## src/rtl/ps2_mouse_init_if.sv

```systemverilog
// Command/receive/status bundle between the mouse init sequencer and its
// surroundings (PS/2 transceiver, packet decoder, system status).
interface ps2_mouse_init_if;
   logic       start;
   logic       cmd;
   logic [7:0] dat;
   logic       ready;
   logic       hit;
   logic [7:0] kbd;
   logic       busy;
   logic       done;
   logic       error;
   logic [2:0] err_step;
   logic [7:0] dev_id;
   logic       rx_valid;
   logic [7:0] rx_data;

   // Sequencer side
   modport master (
      input  start, ready, hit, kbd,
      output cmd, dat, busy, done, error, err_step, dev_id, rx_valid, rx_data
   );

   // Transceiver / system side
   modport slave (
      output start, ready, hit, kbd,
      input  cmd, dat, busy, done, error, err_step, dev_id, rx_valid, rx_data
   );
endinterface

```

## src/rtl/ps2_mouse_init.sv

```systemverilog
// PS/2 mouse power-up sequencer: sends FF, F6, F3 RATE, E8 RES, F4 with
// ack checking, timeouts and bounded retries, then passes received bytes
// through to the packet decoder.
module ps2_mouse_init #(
   parameter logic [7:0]  RATE    = 8'h64,
   parameter logic [7:0]  RES     = 8'h02,
   parameter int unsigned T_ACK   = 625000,
   parameter int unsigned T_BAT   = 12500000,
   parameter int unsigned RETRIES = 3
) (
   input logic               clock,
   input logic               reset,
   ps2_mouse_init_if.master  bus
);

   localparam int unsigned RetryW   = (RETRIES < 1) ? 1 : $clog2(RETRIES + 1);
   localparam logic [RetryW-1:0] RetryMax = RetryW'(RETRIES);
   localparam logic [23:0]  AckLast  = 24'(T_ACK - 1);
   localparam logic [23:0]  BatLast  = 24'(T_BAT - 1);

   typedef enum logic [2:0] {
      StIdle, StSend, StWaitAck, StWaitBat, StWaitId, StDone, StFail
   } state_e;

   state_e            state_q, state_d;
   logic [2:0]        step_q, step_d;
   logic [RetryW-1:0] retry_q, retry_d;
   logic [23:0]       timer_q, timer_d;
   logic              cmd_q, cmd_d;
   logic [7:0]        dat_q, dat_d;
   logic [2:0]        err_step_q, err_step_d;
   logic [7:0]        dev_id_q, dev_id_d;
   logic              rx_valid_q, rx_valid_d;
   logic [7:0]        rx_data_q, rx_data_d;
   logic              fail_attempt;
   logic [2:0]        fail_step;

   function automatic logic [7:0] step_byte(input logic [2:0] idx);
      case (idx)
         3'd0:    return 8'hFF;
         3'd1:    return 8'hF6;
         3'd2:    return 8'hF3;
         3'd3:    return RATE;
         3'd4:    return 8'hE8;
         3'd5:    return RES;
         default: return 8'hF4;
      endcase
   endfunction

   // State and output registers, all cleared asynchronously
   always_ff @(posedge clock or posedge reset) begin
      if (reset) begin
         state_q    <= StIdle;
         step_q     <= '0;
         retry_q    <= '0;
         timer_q    <= '0;
         cmd_q      <= 1'b0;
         dat_q      <= '0;
         err_step_q <= '0;
         dev_id_q   <= '0;
         rx_valid_q <= 1'b0;
         rx_data_q  <= '0;
      end else begin
         state_q    <= state_d;
         step_q     <= step_d;
         retry_q    <= retry_d;
         timer_q    <= timer_d;
         cmd_q      <= cmd_d;
         dat_q      <= dat_d;
         err_step_q <= err_step_d;
         dev_id_q   <= dev_id_d;
         rx_valid_q <= rx_valid_d;
         rx_data_q  <= rx_data_d;
      end
   end

   // Next-state logic: sequencing, ack/timeout decisions and retry accounting
   always_comb begin
      state_d      = state_q;
      step_d       = step_q;
      retry_d      = retry_q;
      timer_d      = (timer_q == '1) ? timer_q : timer_q + 24'd1;
      cmd_d        = 1'b0;
      dat_d        = dat_q;
      err_step_d   = err_step_q;
      dev_id_d     = dev_id_q;
      rx_valid_d   = 1'b0;
      rx_data_d    = rx_data_q;
      fail_attempt = 1'b0;
      fail_step    = step_q;

      if (bus.start) begin
         // Restart wins over everything, including a same-cycle hit
         state_d    = StSend;
         step_d     = '0;
         retry_d    = '0;
         err_step_d = '0;
         timer_d    = '0;
      end else begin
         case (state_q)
            StIdle: begin
               state_d = StSend;
               step_d  = '0;
               retry_d = '0;
               timer_d = '0;
            end
            StSend: begin
               timer_d = '0;
               if (bus.ready) begin
                  cmd_d   = 1'b1;
                  dat_d   = step_byte(step_q);
                  state_d = StWaitAck;
               end
            end
            StWaitAck: begin
               if (bus.hit) begin
                  if (bus.kbd == 8'hFA) begin
                     if (step_q == 3'd0) begin
                        state_d = StWaitBat;
                        timer_d = '0;
                     end else if (step_q == 3'd6) begin
                        state_d = StDone;
                     end else begin
                        step_d  = step_q + 3'd1;
                        retry_d = '0;
                        state_d = StSend;
                     end
                  end else begin
                     fail_attempt = 1'b1;
                  end
               end else if (timer_q == AckLast) begin
                  fail_attempt = 1'b1;
               end
            end
            StWaitBat: begin
               fail_step = '0;
               if (bus.hit) begin
                  if (bus.kbd == 8'hAA) begin
                     state_d = StWaitId;
                     timer_d = '0;
                  end else begin
                     fail_attempt = 1'b1;
                  end
               end else if (timer_q == BatLast) begin
                  fail_attempt = 1'b1;
               end
            end
            StWaitId: begin
               fail_step = '0;
               if (bus.hit) begin
                  dev_id_d = bus.kbd;
                  step_d   = 3'd1;
                  retry_d  = '0;
                  state_d  = StSend;
               end else if (timer_q == AckLast) begin
                  fail_attempt = 1'b1;
               end
            end
            StDone: begin
               if (bus.hit) begin
                  rx_valid_d = 1'b1;
                  rx_data_d  = bus.kbd;
               end
            end
            StFail: ;
            default: state_d = StIdle;
         endcase

         // A failed attempt retries the same step until the budget runs out
         if (fail_attempt) begin
            step_d  = fail_step;
            timer_d = '0;
            if (retry_q < RetryMax) begin
               retry_d = retry_q + RetryW'(1);
               state_d = StSend;
            end else begin
               err_step_d = fail_step;
               state_d    = StFail;
            end
         end
      end
   end

   assign bus.cmd      = cmd_q;
   assign bus.dat      = dat_q;
   assign bus.busy     = (state_q == StSend) || (state_q == StWaitAck) ||
                         (state_q == StWaitBat) || (state_q == StWaitId);
   assign bus.done     = (state_q == StDone);
   assign bus.error    = (state_q == StFail);
   assign bus.err_step = err_step_q;
   assign bus.dev_id   = dev_id_q;
   assign bus.rx_valid = rx_valid_q;
   assign bus.rx_data  = rx_data_q;

endmodule

```

## src/flat_wrapper.sv

```systemverilog
// flat-port wrapper written by rule: the top's interface ports become plain ports
module ps2_mouse_init_flat 
#(
   parameter logic [7:0]  RATE    = 8'h64,
   parameter logic [7:0]  RES     = 8'h02,
   parameter int unsigned T_ACK   = 625000,
   parameter int unsigned T_BAT   = 12500000,
   parameter int unsigned RETRIES = 3
)
  (clock, reset, bus_start, bus_ready, bus_hit, bus_kbd, bus_cmd, bus_dat, bus_busy, bus_done, bus_error, bus_err_step, bus_dev_id, bus_rx_valid, bus_rx_data);
  ps2_mouse_init_if bus_i ();
  input logic clock;
  input logic reset;
  input wire logic [$bits(bus_i.start)-1:0] bus_start;
  input wire logic [$bits(bus_i.ready)-1:0] bus_ready;
  input wire logic [$bits(bus_i.hit)-1:0] bus_hit;
  input wire logic [$bits(bus_i.kbd)-1:0] bus_kbd;
  output wire logic [$bits(bus_i.cmd)-1:0] bus_cmd;
  output wire logic [$bits(bus_i.dat)-1:0] bus_dat;
  output wire logic [$bits(bus_i.busy)-1:0] bus_busy;
  output wire logic [$bits(bus_i.done)-1:0] bus_done;
  output wire logic [$bits(bus_i.error)-1:0] bus_error;
  output wire logic [$bits(bus_i.err_step)-1:0] bus_err_step;
  output wire logic [$bits(bus_i.dev_id)-1:0] bus_dev_id;
  output wire logic [$bits(bus_i.rx_valid)-1:0] bus_rx_valid;
  output wire logic [$bits(bus_i.rx_data)-1:0] bus_rx_data;
  assign bus_i.start = bus_start;
  assign bus_i.ready = bus_ready;
  assign bus_i.hit = bus_hit;
  assign bus_i.kbd = bus_kbd;
  assign bus_cmd = bus_i.cmd;
  assign bus_dat = bus_i.dat;
  assign bus_busy = bus_i.busy;
  assign bus_done = bus_i.done;
  assign bus_error = bus_i.error;
  assign bus_err_step = bus_i.err_step;
  assign bus_dev_id = bus_i.dev_id;
  assign bus_rx_valid = bus_i.rx_valid;
  assign bus_rx_data = bus_i.rx_data;
  ps2_mouse_init #(.RATE(RATE), .RES(RES), .T_ACK(T_ACK), .T_BAT(T_BAT), .RETRIES(RETRIES)) u_core (.clock(clock), .reset(reset), .bus(bus_i));
endmodule
```

## config.mk

```make
export PLATFORM = sky130hd
export DESIGN_NAME = ps2_mouse_init_flat
export DESIGN_NICKNAME = d
export VERILOG_FILES = /design/src/rtl/ps2_mouse_init_if.sv /design/src/rtl/ps2_mouse_init.sv /design/src/flat_wrapper.sv
export SDC_FILE = /design/constraint.sdc
export NUM_CORES = 1
export LEC_CHECK = 0
export BUFFER_PORTS_ARGS = -buffer_cell sky130_fd_sc_hd__buf_2
export CAP_MARGIN = 20
export CORE_UTILIZATION = 55
export DETAILED_ROUTE_END_ITERATION = 12
export GPL_TIMING_DRIVEN = 0
export PLACE_DENSITY = 0.86
export SYNTH_ARGS = -nofsm -noshare
export SYNTH_HDL_FRONTEND = slang
export SYNTH_SLANG_ARGS = --single-unit
```

## constraint.sdc

```tcl
create_clock -name clock -period 3.1 [get_ports clock]
set_input_delay 0.62 -clock clock [delete_from_list [all_inputs] [get_ports clock]]
set_output_delay 0.62 -clock clock [all_outputs]
set_load 0.02 [all_outputs]
```

==> qor.log <==
[cells_and_area] Total Nets Final 434
[global_routing] global routing usage summed across all routing layers 28.2%
[power_and_ir_drop] register share of total power 39.5%
[timing] unrepaired setup endpoints after global routing false
[power_and_ir_drop] largest voltage drop on the vdd net 0.606 mV
[global_routing] largest net degree at the start of global routing 39
[timing] total negative setup slack 0 ns
[critical_path] required time reported for the critical path endpoint 3.30 ns
[placement] HPWL Detailed 6110 um
[timing] number of max-slew violations in the final report 0
[timing] count of endpoints failing setup in the final report 0
[floorplan] starting density of the core 58.5%
[clock_network] buffer type at the clock tree root clkbuf_8
[critical_path] Critical path origin u_core.step_q[0]$_DFFE_PP0P_
[clock_network] Post-CTS Repair Setup Buffers 0
[logic_synthesis] yosys synthesis warning count 0
[floorplan] area of the die 6770 sq um
[logic_synthesis] share of flip-flops with an asynchronous set or reset after synthesis 100%
[placement] I/O Buffers 42
[timing] highest clock frequency the design can meet 381 MHz
[clock_network] Inserted Clock Buffers 9
[critical_path] kind of end point of the critical path flip-flop
[clock_network] clock slew at reported path FFs 0.07 ns
[power_and_ir_drop] leakage power summed over all cells 0.00181 uW
[cells_and_area] layout cell share with drive strength beyond 1 25.1%
[logic_synthesis] Post-Syn Area 3540 sq um
[clock_network] TritonCTS clock tree yes
[detailed_routing] total number of vias 3076
[critical_path] Max Fanout on Critical Path 10
[floorplan] Cell Rows 28
[critical_path] Worst setup SP type flip-flop
[min_path] min-delay worst type input pin to asynchronous set/reset pin
[detailed_routing] routed wire length 8600 um
[floorplan] die width 82.3 um
[detailed_routing] drt first-iter violations 224
[timing] transition time at the pin with the least slew margin 0.905 ns
[logic_synthesis] cell accounting for the most synthesized area dfrtp_1
[critical_path] capture point of the worst reg-to-reg path u_core.timer_q[3]$_DFF_PP0_
[critical_path] Largest stage delay, worst path 0.47 ns
[clock_network] CTS H-Tree Depth 3
[logic_synthesis] area share of the largest cell type after synthesis 42.4%
[critical_path] Worst Path Arrival 2.83 ns
[power_and_ir_drop] Pwr Density 587 nW/um^2
[cells_and_area] n_diodes 0
[power_and_ir_drop] combinational group share of total power 24.0%
[job] max-capacitance violation count 0
[power_and_ir_drop] post-layout power 2420 uW
[outcome] result of the run finished, final reports clean
[placement] Placer Congestion 0.999
[detailed_routing] final antenna-violating net count 0
[floorplan] y dimension of the die 82.3 um
[power_and_ir_drop] design internal power 1680 uW
[clock_network] clk_lat worst skew 0.34 ns
[logic_synthesis] cell count after synthesis 359
[timing] post-route clock period utilization 84.6%
[global_routing] number of antenna violations at the first check in global routing 0
[logic_synthesis] number of enable-type register cells in the synthesized netlist 0
[detailed_routing] DRC violations left 0
[power_and_ir_drop] net load switching power 738 uW
[clock_network] post_cts resized 0
[critical_path] FF-to-FF path depth 8
[timing] Tmin final 2.62 ns
[logic_synthesis] distinct cell type count of the synthesized netlist 58
[power_and_ir_drop] switching share of power 30.5%
[detailed_routing] final routed wire length divided by cell count 17.4 um
[global_routing] wire length of the first global-routing pass 14000 um
[critical_path] slowest stage cell, crit path dfrtp_1
[logic_synthesis] Post-Synthesis Net Count 380
[critical_path] worst reg2reg startpoint u_core.step_q[0]$_DFFE_PP0P_
[critical_path] slack of the worst reg-to-reg path 0.48 ns
[clock_network] maximum clock insertion buffer count 2
[clock_network] number of buffers added to fix hold violations after cts 0
[cells_and_area] post-route insts no fill 493
[logic_synthesis] syn_area_per_cell 9.87 sq um
[global_routing] number of global-route vias before repair 2926
[logic_synthesis] commonest register cell after synthesis dfrtp_1
[critical_path] Crit path max-delay family compound AO/OA/AOI/OAI gates
[logic_synthesis] Synth area leaders dfrtp_1 (42%), mux2_2 (6.0%), a211oi_1 (4.0%), o31ai_1 (3.8%), ha_1 (2.8%)
[global_routing] GRT overflow 0
[clock_network] clk sinks 60
[timing] Setup Skew 0.00750 ns
[timing] count of endpoints failing hold in the final timing report 0
[power_and_ir_drop] clock network fraction of design power 36.5%
[placement] dpl cells 477
[floorplan] core box area 6060 sq um
[critical_path] critical path class flip-flop to flip-flop
[logic_synthesis] flip-flop and latch count after synthesis 60
[detailed_routing] mean number of vias per cell 6.24
[cells_and_area] Syn-to-layout area delta 16.2%
[detailed_routing] number of iterations in the first detailed-routing pass 5
[floorplan] I/O pins 45
[critical_path] buffers and inverters on the worst path 2
[timing] worst-case headroom to the max-slew limit 39.1%
[critical_path] worst path cell trace inv_1, ha_1, and4b_1, nand4_1, a31o_2, o21ai_1, clkbuf_1, nor3_1
[logic_synthesis] sequential cell area fraction in the yosys report 42.4%
-- cells by family after synthesis --
kind of cell	after synthesis	synth area share, %
flops	60	42.4
compound gates	73	14.8
simple gates	159	27.3
xor+xnor	7	1.73
fa+ha+maj	8	2.82
buf+inv	30	4.10
mux	22	6.89
-- through the flow --
step | instance area, sq um | hold WS [ns] | setup slack [ns] | utilization [%]
6_report | 4120 | 0.295 | 0.476 | 67.9
5_1_grt | 4120 | 0.338 | 0.352 | 67.9
4_1_cts | 4120 | 0.306 | 0.516 | 67.9
3_5_place_dp | 3870 | 0.450 | 0.488 | 63.8
3_3_place_gp | 3850 | 0.447 | 0.314 | 63.5
2_1_floorplan | 3540 | 0.531 | 0.866 | -
-- registers in the layout (all words and copies together) (netlist names), 2 cells and up --
name                 cells
u_core.bus.rx_data       8
u_core.retry_q           2
u_core.bus.err_step      3
u_core.bus.dat           7
u_core.step_q            3
u_core.timer_q          24
u_core.bus.dev_id        8
u_core.state_q           3
-- synth_stat cells, drive strengths merged (2+ instances only) --
cell    count
a31o        2
or3        10
a21oi       4
xnor2       2
nor2       21
clkbuf      9
o21ai      13
nor4b       3
or2         2
mux2       19
o211ai      5
o21a        3
nor4        6
o311ai      3
nor3       12
nand4      11
and2       12
nor3b       3
and3       11
or4        12
nand2b      2
mux2i       3
o31ai      18
a211oi     19
buf        12
dfrtp      60
o311a       2
ha          8
xor2        5
and4        4
nand3      10
nor2b       5
inv         8
nand2      26
-- how the worst max path moves through the flow --
stage,cells past startpoint,slack (ns),end
2_1_floorplan,7,0.87,u_core.state_q[1]$_DFFE_PP0P_
3_3_place_gp,2,0.31,u_core.bus.dat[7]$_DFFE_PP0P_
3_5_place_dp,6,0.49,u_core.state_q[0]$_DFFE_PP0P_
4_1_cts,8,0.52,u_core.timer_q[3]$_DFF_PP0_
5_1_grt,8,0.35,u_core.timer_q[3]$_DFF_PP0_
6_report,8,0.48,u_core.timer_q[3]$_DFF_PP0_
-- layout by cell type (no fill, tap or decap), types with 4 or more instances in the layout --
cell,netlist,final
buf_2,8,50
nor2_1,21,21
mux2_2,19,19
dfrtp_1,60,60
nand2_1,25,25
and2_1,12,12
ha_1,8,8
or4_1,12,12
or3_1,9,9
a21oi_1,4,4
nor3_1,11,11
nor2b_1,5,5
nand3_1,10,10
xor2_1,5,5
o211ai_1,5,5
nand4_1,11,11
clkbuf_1,9,10
and3_1,10,10
o21ai_0,12,12
inv_1,8,7
clkbuf_8,0,11
o31ai_1,18,18
a211oi_1,19,19
nor4_1,4,4
-- final cells by class --
cell class              count  area (sq um)
clock buffers              12           155
inverters                   9          33.8
clock inverters             4          95.1
plain buffers              21           111
multi-input cells         269          1900
well taps                  75          93.8
flip-flops and latches     60          1500
repair buffers             43           230
fillers                   478          1940
-- power by group through the flow --
stage | Clock [uW] | Sequential (uW) | Combinational (uW)
2_1_floorplan | 0 | 1090 | 270
3_3_place_gp | 0 | 961 | 562
3_5_place_dp | 0 | 970 | 578
4_1_cts | 890 | 955 | 582
5_1_grt | 925 | 971 | 633
6_report | 883 | 955 | 580
-- metal layers --
layer / global-route usage [%] / part of all wire, % / vias to the layer above
met3: 6.15 / 6.0 / 15
li1: - / - / 1475
met5: 0 / 0 / -
met4: 13.5 / 1.7 / 0
met1: 38.9 / 47 / 1467
met2: 42.0 / 46 / 119
No activity file was read; power rests on OpenSTA's default activity.
